`src/rtl/mbist_pkg.sv`:
```
// Shared constants for the MBIST address sequencer: FSM encoding, direction/order
// codes and the captured pass configuration.
package mbist_pkg;

    localparam logic [0:0] STATE_IDLE = 1'b0;
    localparam logic [0:0] STATE_RUN  = 1'b1;

    localparam logic UP       = 1'b0;
    localparam logic DOWN     = 1'b1;
    localparam logic COL_FAST = 1'b0;
    localparam logic ROW_FAST = 1'b1;

    typedef struct packed {
        logic dir;
        logic order;
        logic cmpl;
    } mode_t;

endpackage

```
`src/rtl/mbist_bound_cnt.sv`:
```
// Up/down counter confined to an inclusive [lo, hi] window that reloads on wrap.
// wrap flags that the next step would cross the end bound for the current direction.
module mbist_bound_cnt
    import mbist_pkg::*;
#(
    parameter int W = 4
) (
    input  logic         clk,
    input  logic         rst_n,
    input  logic [W-1:0] lo,
    input  logic [W-1:0] hi,
    input  logic         dir,
    input  logic         load,
    input  logic         step,
    output logic [W-1:0] value,
    output logic         wrap
);

    localparam logic [W-1:0] ONE = W'(1);

    // wrap depends only on the current value, so the axis mux in the parent stays loop-free
    assign wrap = (dir == DOWN) ? (value == lo) : (value == hi);

    always_ff @(posedge clk or negedge rst_n) begin
        if (!rst_n) begin
            value <= '0;
        end else if (load) begin
            value <= (dir == DOWN) ? hi : lo;
        end else if (step) begin
            if (wrap) begin
                value <= (dir == DOWN) ? hi : lo;
            end else if (dir == DOWN) begin
                value <= value - ONE;
            end else begin
                value <= value + ONE;
            end
        end
    end

endmodule

```
`src/rtl/mbist_addr_seq.sv`:
```
// MBIST address sequencer: walks a {row, col} window in either direction and order,
// with an optional true/complement address pair per location.
module mbist_addr_seq
    import mbist_pkg::*;
#(
    parameter int ROW_W = 4,
    parameter int COL_W = 4
) (
    input  logic                   clk,
    input  logic                   rst_n,
    input  logic                   start,
    input  logic                   adv,
    input  logic                   dir,
    input  logic                   order,
    input  logic                   cmpl,
    input  logic [ROW_W-1:0]       row_lo,
    input  logic [ROW_W-1:0]       row_hi,
    output logic [ROW_W+COL_W-1:0] addr,
    output logic                   busy,
    output logic                   first,
    output logic                   last,
    output logic                   done,
    output logic                   cfg_err,
    output logic                   bg
);

    localparam logic [COL_W-1:0] COL_MAX = '1;
    localparam logic [COL_W-1:0] COL_MIN = '0;

    logic [0:0]       state_q;
    mode_t            mode_q;
    logic [ROW_W-1:0] lo_q;
    logic [ROW_W-1:0] hi_q;
    logic             phase_q;
    logic             done_q;
    logic             cfg_err_q;

    logic [ROW_W-1:0] row;
    logic [COL_W-1:0] col;
    logic             row_wrap;
    logic             col_wrap;
    logic             row_step;
    logic             col_step;
    logic             fast_step;
    logic             run;
    logic             cfg_bad;
    logic             load;
    logic             adv_run;
    logic             cnt_dir;
    logic [ROW_W-1:0] cnt_lo;
    logic [ROW_W-1:0] cnt_hi;
    logic [ROW_W-1:0] term_row;
    logic [COL_W-1:0] term_col;
    logic [ROW_W-1:0] first_row;
    logic [COL_W-1:0] first_col;

    assign run     = (state_q == STATE_RUN);
    assign cfg_bad = (row_lo > row_hi);
    assign load    = start && !cfg_bad;
    assign adv_run = run && adv && !start;

    // On the start cycle the counters load from the incoming configuration
    assign cnt_dir = start ? dir    : mode_q.dir;
    assign cnt_lo  = start ? row_lo : lo_q;
    assign cnt_hi  = start ? row_hi : hi_q;

    assign term_row  = (mode_q.dir == DOWN) ? lo_q    : hi_q;
    assign term_col  = (mode_q.dir == DOWN) ? COL_MIN : COL_MAX;
    assign first_row = (mode_q.dir == DOWN) ? hi_q    : lo_q;
    assign first_col = (mode_q.dir == DOWN) ? COL_MAX : COL_MIN;

    assign last  = run && (row == term_row) && (col == term_col) && (!mode_q.cmpl || phase_q);
    assign first = run && !phase_q && (row == first_row) && (col == first_col);

    // Counters freeze on the terminal address so addr holds once the pass ends
    assign fast_step = adv_run && !last && (!mode_q.cmpl || phase_q);
    assign row_step  = (mode_q.order == ROW_FAST) ? fast_step : (fast_step && col_wrap);
    assign col_step  = (mode_q.order == ROW_FAST) ? (fast_step && row_wrap) : fast_step;

    mbist_bound_cnt #(.W(ROW_W)) u_row_cnt (
        .clk   (clk),
        .rst_n (rst_n),
        .lo    (cnt_lo),
        .hi    (cnt_hi),
        .dir   (cnt_dir),
        .load  (load),
        .step  (row_step),
        .value (row),
        .wrap  (row_wrap)
    );

    mbist_bound_cnt #(.W(COL_W)) u_col_cnt (
        .clk   (clk),
        .rst_n (rst_n),
        .lo    (COL_MIN),
        .hi    (COL_MAX),
        .dir   (cnt_dir),
        .load  (load),
        .step  (col_step),
        .value (col),
        .wrap  (col_wrap)
    );

    always_ff @(posedge clk or negedge rst_n) begin
        if (!rst_n) begin
            state_q   <= STATE_IDLE;
            mode_q    <= '0;
            lo_q      <= '0;
            hi_q      <= '0;
            phase_q   <= 1'b0;
            done_q    <= 1'b0;
            cfg_err_q <= 1'b0;
        end else begin
            done_q <= 1'b0;
            if (start) begin
                cfg_err_q <= cfg_bad;
                if (cfg_bad) begin
                    state_q <= STATE_IDLE;
                end else begin
                    state_q <= STATE_RUN;
                    mode_q  <= '{dir: dir, order: order, cmpl: cmpl};
                    lo_q    <= row_lo;
                    hi_q    <= row_hi;
                    phase_q <= 1'b0;
                end
            end else if (adv_run) begin
                if (last) begin
                    state_q <= STATE_IDLE;
                    done_q  <= 1'b1;
                end else if (mode_q.cmpl) begin
                    phase_q <= ~phase_q;
                end
            end
        end
    end

    assign addr    = phase_q ? ~{row, col} : {row, col};
    assign busy    = run;
    assign done    = done_q;
    assign cfg_err = cfg_err_q;
    assign bg      = row[0] ^ col[0];

endmodule

```
`config.mk`:
```
export PLATFORM = sky130hd
export DESIGN_NAME = mbist_addr_seq
export DESIGN_NICKNAME = d
export VERILOG_FILES = /design/src/rtl/mbist_pkg.sv /design/src/rtl/mbist_bound_cnt.sv /design/src/rtl/mbist_addr_seq.sv
export SDC_FILE = /design/constraint.sdc
export NUM_CORES = 1
export LEC_CHECK = 0
export ABC_AREA = 0
export CAP_MARGIN = 5
export CORE_ASPECT_RATIO = 0.75
export CORE_MARGIN = 5
export CORE_UTILIZATION = 45
export CTS_CLUSTER_SIZE = 24
export DETAILED_ROUTE_END_ITERATION = 12
export DONT_BUFFER_PORTS = 1
export HOLD_SLACK_MARGIN = 0.1
export PLACE_DENSITY_LB_ADDON = 0.25
export SLEW_MARGIN = 20
export SYNTH_ARGS = -nofsm -noshare
export SYNTH_HDL_FRONTEND = slang
export SYNTH_SLANG_ARGS = --single-unit
```
`constraint.sdc`:
```
create_clock -name clk -period 6.51 [get_ports clk]
set_input_delay 0.3255 -clock clk [delete_from_list [all_inputs] [get_ports clk]]
set_output_delay 0.3255 -clock clk [all_outputs]
set_load 0.01 [all_outputs]
```
=== Word-level counts from Yosys, hierarchy flattened ===
Index checks and enable logic that the tools add are counted.

* Equal/unequal tests: 9
* Magnitude comparators: 1
* $add $sub $neg: 4
* Bitwise logic cells: 4
* Muxes and demuxes: 34
* Reduce and logical (&&, ||, !) cells: 28

{| class="wikitable"
|+ Operators with widths
! operator !! count
|-
| 4-bit two-way mux || 16
|-
| 4-bit equality test || 6
|-
| 1-bit two-way mux || 17
|-
| 1-bit logical AND || 13
|-
| 2-bit nonzero test || 5
|-
| 4-bit by 1-bit adder with 4-bit output, second input constant || 2
|-
| 8-bit two-way mux || 1
|-
| 8-bit inverter || 1
|-
| 4-bit by 1-bit subtractor with 4-bit output, second input constant || 2
|-
| 1-bit logical NOT || 5
|-
| 4-bit equality test, second input constant || 1
|-
| 4-bit > comparator || 1
|-
| 4-bit logical NOT || 1
|-
| 2-bit inequality test, second input constant || 2
|-
| 2-bit AND reduction || 2
|-
| 4-bit AND reduction || 1
|-
| 1-bit inverter || 2
|-
| 1-bit logical OR || 1
|-
| 1-bit XOR || 1
|}

* Register bits after elaboration: 23

=== Longest topological paths before layout ===
* Word-level depth: 12
* Mapped depth: 11

=== By module ===
A second synthesis with hierarchy kept.

* Cells, all modules: 207
* Area, all modules: 2,149.6 um^2

{| class="wikitable"
|+ Modules (own cells, without submodules)
! module !! sequential area each (um^2) !! area each (um^2) !! cells each !! instances
|-
| mbist_addr_seq || 375.4 || 1,206.2 || 108 || 1
|-
| mbist_bound_cnt at u_row_cnt || 100.1 || 481.7 || 51 || 1
|-
| mbist_bound_cnt at u_col_cnt || 100.1 || 461.7 || 48 || 1
|}

=== Worst setup path before layout ===
No wires, ideal clock.

* Kind: input to register
* Start: input port start
* End: register u_row_cnt.value[3]
* Data arrival time: 2.397 ns
* Required time: 6.366 ns
* Path slack: 3.969 ns
* Stages: 11
* Setup time: 0.144 ns
* Path through: buf_6 mux2i_4 inv_4 clkbuf_1 ha_1 a21o_1 a21oi_1 xnor2_1 or3b_1 a21oi_1 a21oi_1

* Longest elaborated chain between the ends: 7
* Elaborated cells on any way between the ends: 20
* Those cells by class: eq/ne: 2; mux: 11; reduce/logical: 7

{| class="wikitable"
|+ Ends and longest elaborated chain
! item !! line !! text
|-
| start, declared || mbist_addr_seq.sv:11 || <nowiki>input logic start,</nowiki>
|-
| parallel branches: the longest is 7 deep, another holds 4-bit two-way mux || -- ||
|-
| end signal, assigned || mbist_bound_cnt.sv:31 || <nowiki>value <= (dir == DOWN) ? hi : lo;</nowiki>
|-
| end signal, assigned || mbist_bound_cnt.sv:33 || <nowiki>value <= value - ONE;</nowiki>
|-
| end signal, assigned || mbist_bound_cnt.sv:35 || <nowiki>value <= value + ONE;</nowiki>
|-
| end, declared || mbist_bound_cnt.sv:15 || <nowiki>output logic [W-1:0] value,</nowiki>
|}

Several ways; the timed one is not identified. The select of a mux whose other input is x is not followed.
A chain may end at the register's enable or synchronous reset.

=== Final worst setup path ===
* Start: register mode_q[2] (netlist bit)
* End: register u_col_cnt.value[3]

* Longest elaborated chain between the ends: 11
* Elaborated cells on any way between the ends: 21
* Those cells by class: eq/ne: 2; mux: 11; reduce/logical: 8

{| class="wikitable"
|+ Ends and longest elaborated chain
! item !! line !! text
|-
| start, declared || mbist_addr_seq.sv:31 || <nowiki>mode_t mode_q;</nowiki>
|-
| start signal, assigned || mbist_addr_seq.sv:121 || <nowiki>mode_q <= '{dir: dir, order: order, cmpl: cmpl};</nowiki>
|-
| 4-bit two-way mux || mbist_addr_seq.sv:67 || <nowiki>assign term_row = (mode_q.dir == DOWN) ? lo_q : hi_q;</nowiki>
|-
| 4-bit equality test || mbist_addr_seq.sv:72 || <nowiki>assign last = run && (row == term_row) && (col == term_col) && (!mode_q.cmpl || phase_q);</nowiki>
|-
| 1-bit logical AND (3 in series) || mbist_addr_seq.sv:72 ||
|-
| 1-bit logical NOT || mbist_addr_seq.sv:76 || <nowiki>assign fast_step = adv_run && !last && (!mode_q.cmpl || phase_q);</nowiki>
|-
| 1-bit logical AND (2 in series) || mbist_addr_seq.sv:76 ||
|-
| 1-bit logical AND || mbist_addr_seq.sv:78 || <nowiki>assign col_step = (mode_q.order == ROW_FAST) ? (fast_step && row_wrap) : fast_step;</nowiki>
|-
| 1-bit two-way mux || mbist_addr_seq.sv:78 ||
|-
| 2-bit nonzero test (no source line) || -- ||
|-
| end signal, assigned || mbist_bound_cnt.sv:31 ||
|-
| end signal, assigned || mbist_bound_cnt.sv:33 ||
|-
| end signal, assigned || mbist_bound_cnt.sv:35 ||
|-
| end, declared || mbist_bound_cnt.sv:15 ||
|}

Parallel ways exist; a longest one is shown, timed or not. The select of a mux whose other input is x is not followed.

==> impl_metrics.env <==
export IMPL_endpoint_kind="register"
export IMPL_cp_top_family="multiplexers"
export IMPL_yosys_top_cells_area="dfrtp_1, mux2i_1, xnor2_1"
export IMPL_synth_cells=191
export IMPL_cts_repair_resized=0
export IMPL_start_kind="register"
export IMPL_fin_setup_tns_ns=0
export IMPL_wl_um=4340
export IMPL_final_nets=213
export IMPL_start_util_pct=46.7
export IMPL_clock_root_buffer="clkbuf_8"
export IMPL_cts_buffers=3
export IMPL_regToRegSetupSlack_ns=3.65
export IMPL_hold_viol=0
export IMPL_yosys_area_share_simple_pct=10.6
export IMPL_cts_tree="built"
export IMPL_grt_ovfl_total=0
export IMPL_clkTransAtPathRegs_ns=0.10
export IMPL_reg2reg_depth=8
export IMPL_leakage_uw=0.000892
export IMPL_fp_dieW_um=84.9
export IMPL_maxSlewViolCount=0
export IMPL_grt_max_degree=24
export IMPL_drive_gt1_share_pct=10.2
export IMPL_postCtsHoldBufs=1
export IMPL_num_antenna_cells=0
export IMPL_crit_buf_inv=1
export IMPL_htree_levels=1
export IMPL_antenna_left=0
export IMPL_powerDensity_nw_per_um2=390
export IMPL_rsz0062_at_grt="false"
export IMPL_synth_top_area_share_pct=30.4
export IMPL_ys_types=46
export IMPL_drtIter0Drc=64
export IMPL_synth_async_reset_ratio_pct=100
export IMPL_crit_chain="mux2i_4 > inv_4 > mux4_2 > xnor2_1 > nand4_1 > and2_4 > a22oi_4 > mux2_1"
export IMPL_ys_seq_area_share_pct=30.4
export IMPL_peakVddDrop_mv=0.153
export IMPL_post_cts_setup_buffers=0
export IMPL_drc=0
export IMPL_final_core_util_pct=49.0
export IMPL_syn_num_nets=216
export IMPL_clockBufferDepth=2
export IMPL_globalRouteTotalUtil_pct=17.2
export IMPL_antenna_found_initial=0
export IMPL_syn_area_per_cell_um2=9.92
export IMPL_min_period_ns=2.86
export IMPL_post_drt_wl_per_cell_um=17.9
export IMPL_crit_fanout=17
export IMPL_synth_xor_area_share_pct=11.6
export IMPL_cp_depth=8
export IMPL_drt_pass1_iterations=5
export IMPL_muxShareOfSynthArea_pct=21.1
export IMPL_worst_pin_slew_ns=0.553
export IMPL_relSlewSlack_pct=62.8
export IMPL_core_um2=4050
export IMPL_die_y_um=66.2
export IMPL_final_common_cell="dfrtp_1"
export IMPL_grt_pass1_vias=1476
export IMPL_row_count=20
export IMPL_clock_latency_ns=0.28
export IMPL_hold_path_class="primary input to register"
export IMPL_cts_sinks=23
export IMPL_vias_per_cell=5.80
export IMPL_final_cell_mix="dfrtp_1, mux2i_1, xnor2_1"
export IMPL_worstPathArrival_ns=3.02
export IMPL_drv_cap=0
export IMPL_max_freq_mhz=350
export IMPL_synth_adder_area_share_pct=7.40
export IMPL_status="finished, final reports clean"
export IMPL_crit_path_max_incr_delay_ns=0.70
export IMPL_grt_pass1_wl_um=7510
export IMPL_via_count=1404
export IMPL_yosys_most_used_dff="dfrtp_1"
export IMPL_synth_compound_area_share_pct=12.7
export IMPL_portBuffers=0
export IMPL_yosys_warnings=0
export IMPL_netlist_area_um2=1890
export IMPL_area_growth_synth_to_final_pct=4.82
export IMPL_yosysTopAreaCell="dfrtp_1"
export IMPL_ios=29
export IMPL_crit_type="register to register"
export IMPL_synth_edf_count=0
export IMPL_gp_congestion=0.970
export IMPL_setup_violations_final=0
export IMPL_cp_slowest_cell="dfrtp_1"
export IMPL_required_ns=6.67
export IMPL_whs_ns=0.168
export IMPL_whs_path_depth=1
export IMPL_ys_ff_latch=23
export IMPL_period_share_pct=43.9
export IMPL_dp_hpwl_um=3320
export IMPL_dieArea_um2=5620
export IMPL_clock_skew_ns=0.00855
export IMPL_synth_top_family_by_area="multiplexers"
[flip-flops by register name, indices dropped and copies added, names as in the netlist]
signal and cells:
busy 1, cfg_err 1, done 1, hi_q 4, lo_q 4, mode_q 3, phase_q 1, u_col_cnt.value 4
u_row_cnt.value 4
[per-stage QoR]
step                worst slack [ns]  cell area [µm²]  cells  power (µW)
finish                          3.65             1990    242         774
global route                    3.47             1990    242         843
CTS                             3.63             1980    241         780
detailed placement              3.66             1920    236         674
global placement                3.82             1920    236         658
floorplan                       3.97             1890    191         607
[report_power, final]
group          internal, µW  switching (µW)
sequential              185            98.1
combinational           198             194
clock                  43.6            54.6
[area by class of cell]
type | instances | area [µm²]
flip-flops and latches | 23 | 576
inverters | 14 | 55.1
multi-input cells | 142 | 1210
clock inverters | 1 | 7.51
clock buffers | 3 | 41.3
well taps | 55 | 68.8
repair buffers | 4 | 30.0
fillers | 388 | 2070
[logic make-up after synthesis]
logic type	after synthesis
fa+ha+maj	10
compound gates	36
xor+xnor	25
buf+inv	26
simple gates	40
flops	23
mux	31
[cells in the mapped netlist (2+ instances only)]
| cell | count |
|---|---|
| a211oi_1 | 2 |
| a21o_1 | 2 |
| a21oi_1 | 9 |
| a31oi_1 | 3 |
| buf_2 | 2 |
| buf_6 | 2 |
| clkbuf_1 | 8 |
| dfrtp_1 | 23 |
| fa_1 | 2 |
| ha_1 | 8 |
| inv_1 | 11 |
| inv_2 | 2 |
| mux2_1 | 7 |
| mux2_2 | 2 |
| mux2i_1 | 16 |
| mux4_1 | 3 |
| nand2_1 | 11 |
| nand3_1 | 2 |
| nand4_1 | 3 |
| nor2_1 | 11 |
| nor2b_1 | 5 |
| nor4_1 | 3 |
| o21ai_0 | 7 |
| o21ai_1 | 2 |
| xnor2_1 | 15 |
| xor2_1 | 10 |
[path summary, 6_finish.rpt]
check / start / end
min in group asynchronous: rst_n / cfg_err$_DFFE_PN0P_
max: mode_q[2]$_DFFE_PN0P_ / u_col_cnt.value[3]$_DFFE_PN0P_
max in group asynchronous: rst_n / u_col_cnt.value[1]$_DFFE_PN0P_
min: row_lo[1] / lo_q[1]$_DFFE_PN0P_
min reg2reg: mode_q[0]$_DFFE_PN0P_ / mode_q[0]$_DFFE_PN0P_
max reg2reg: mode_q[2]$_DFFE_PN0P_ / u_col_cnt.value[3]$_DFFE_PN0P_
[metal layers]
metal  vias to the layer above  track usage [%]  routed length (µm)  part of all wire (%)
met5                         -                0                   0                     0
met4                         0             5.14                  56                   1.3
met3                         7             5.48                 332                   7.7
met2                        56             27.2                1910                    44
met1                       672             22.5                2040                    47
li1                        669                -                   -                     -
Power figures use the tool's default switching activity.
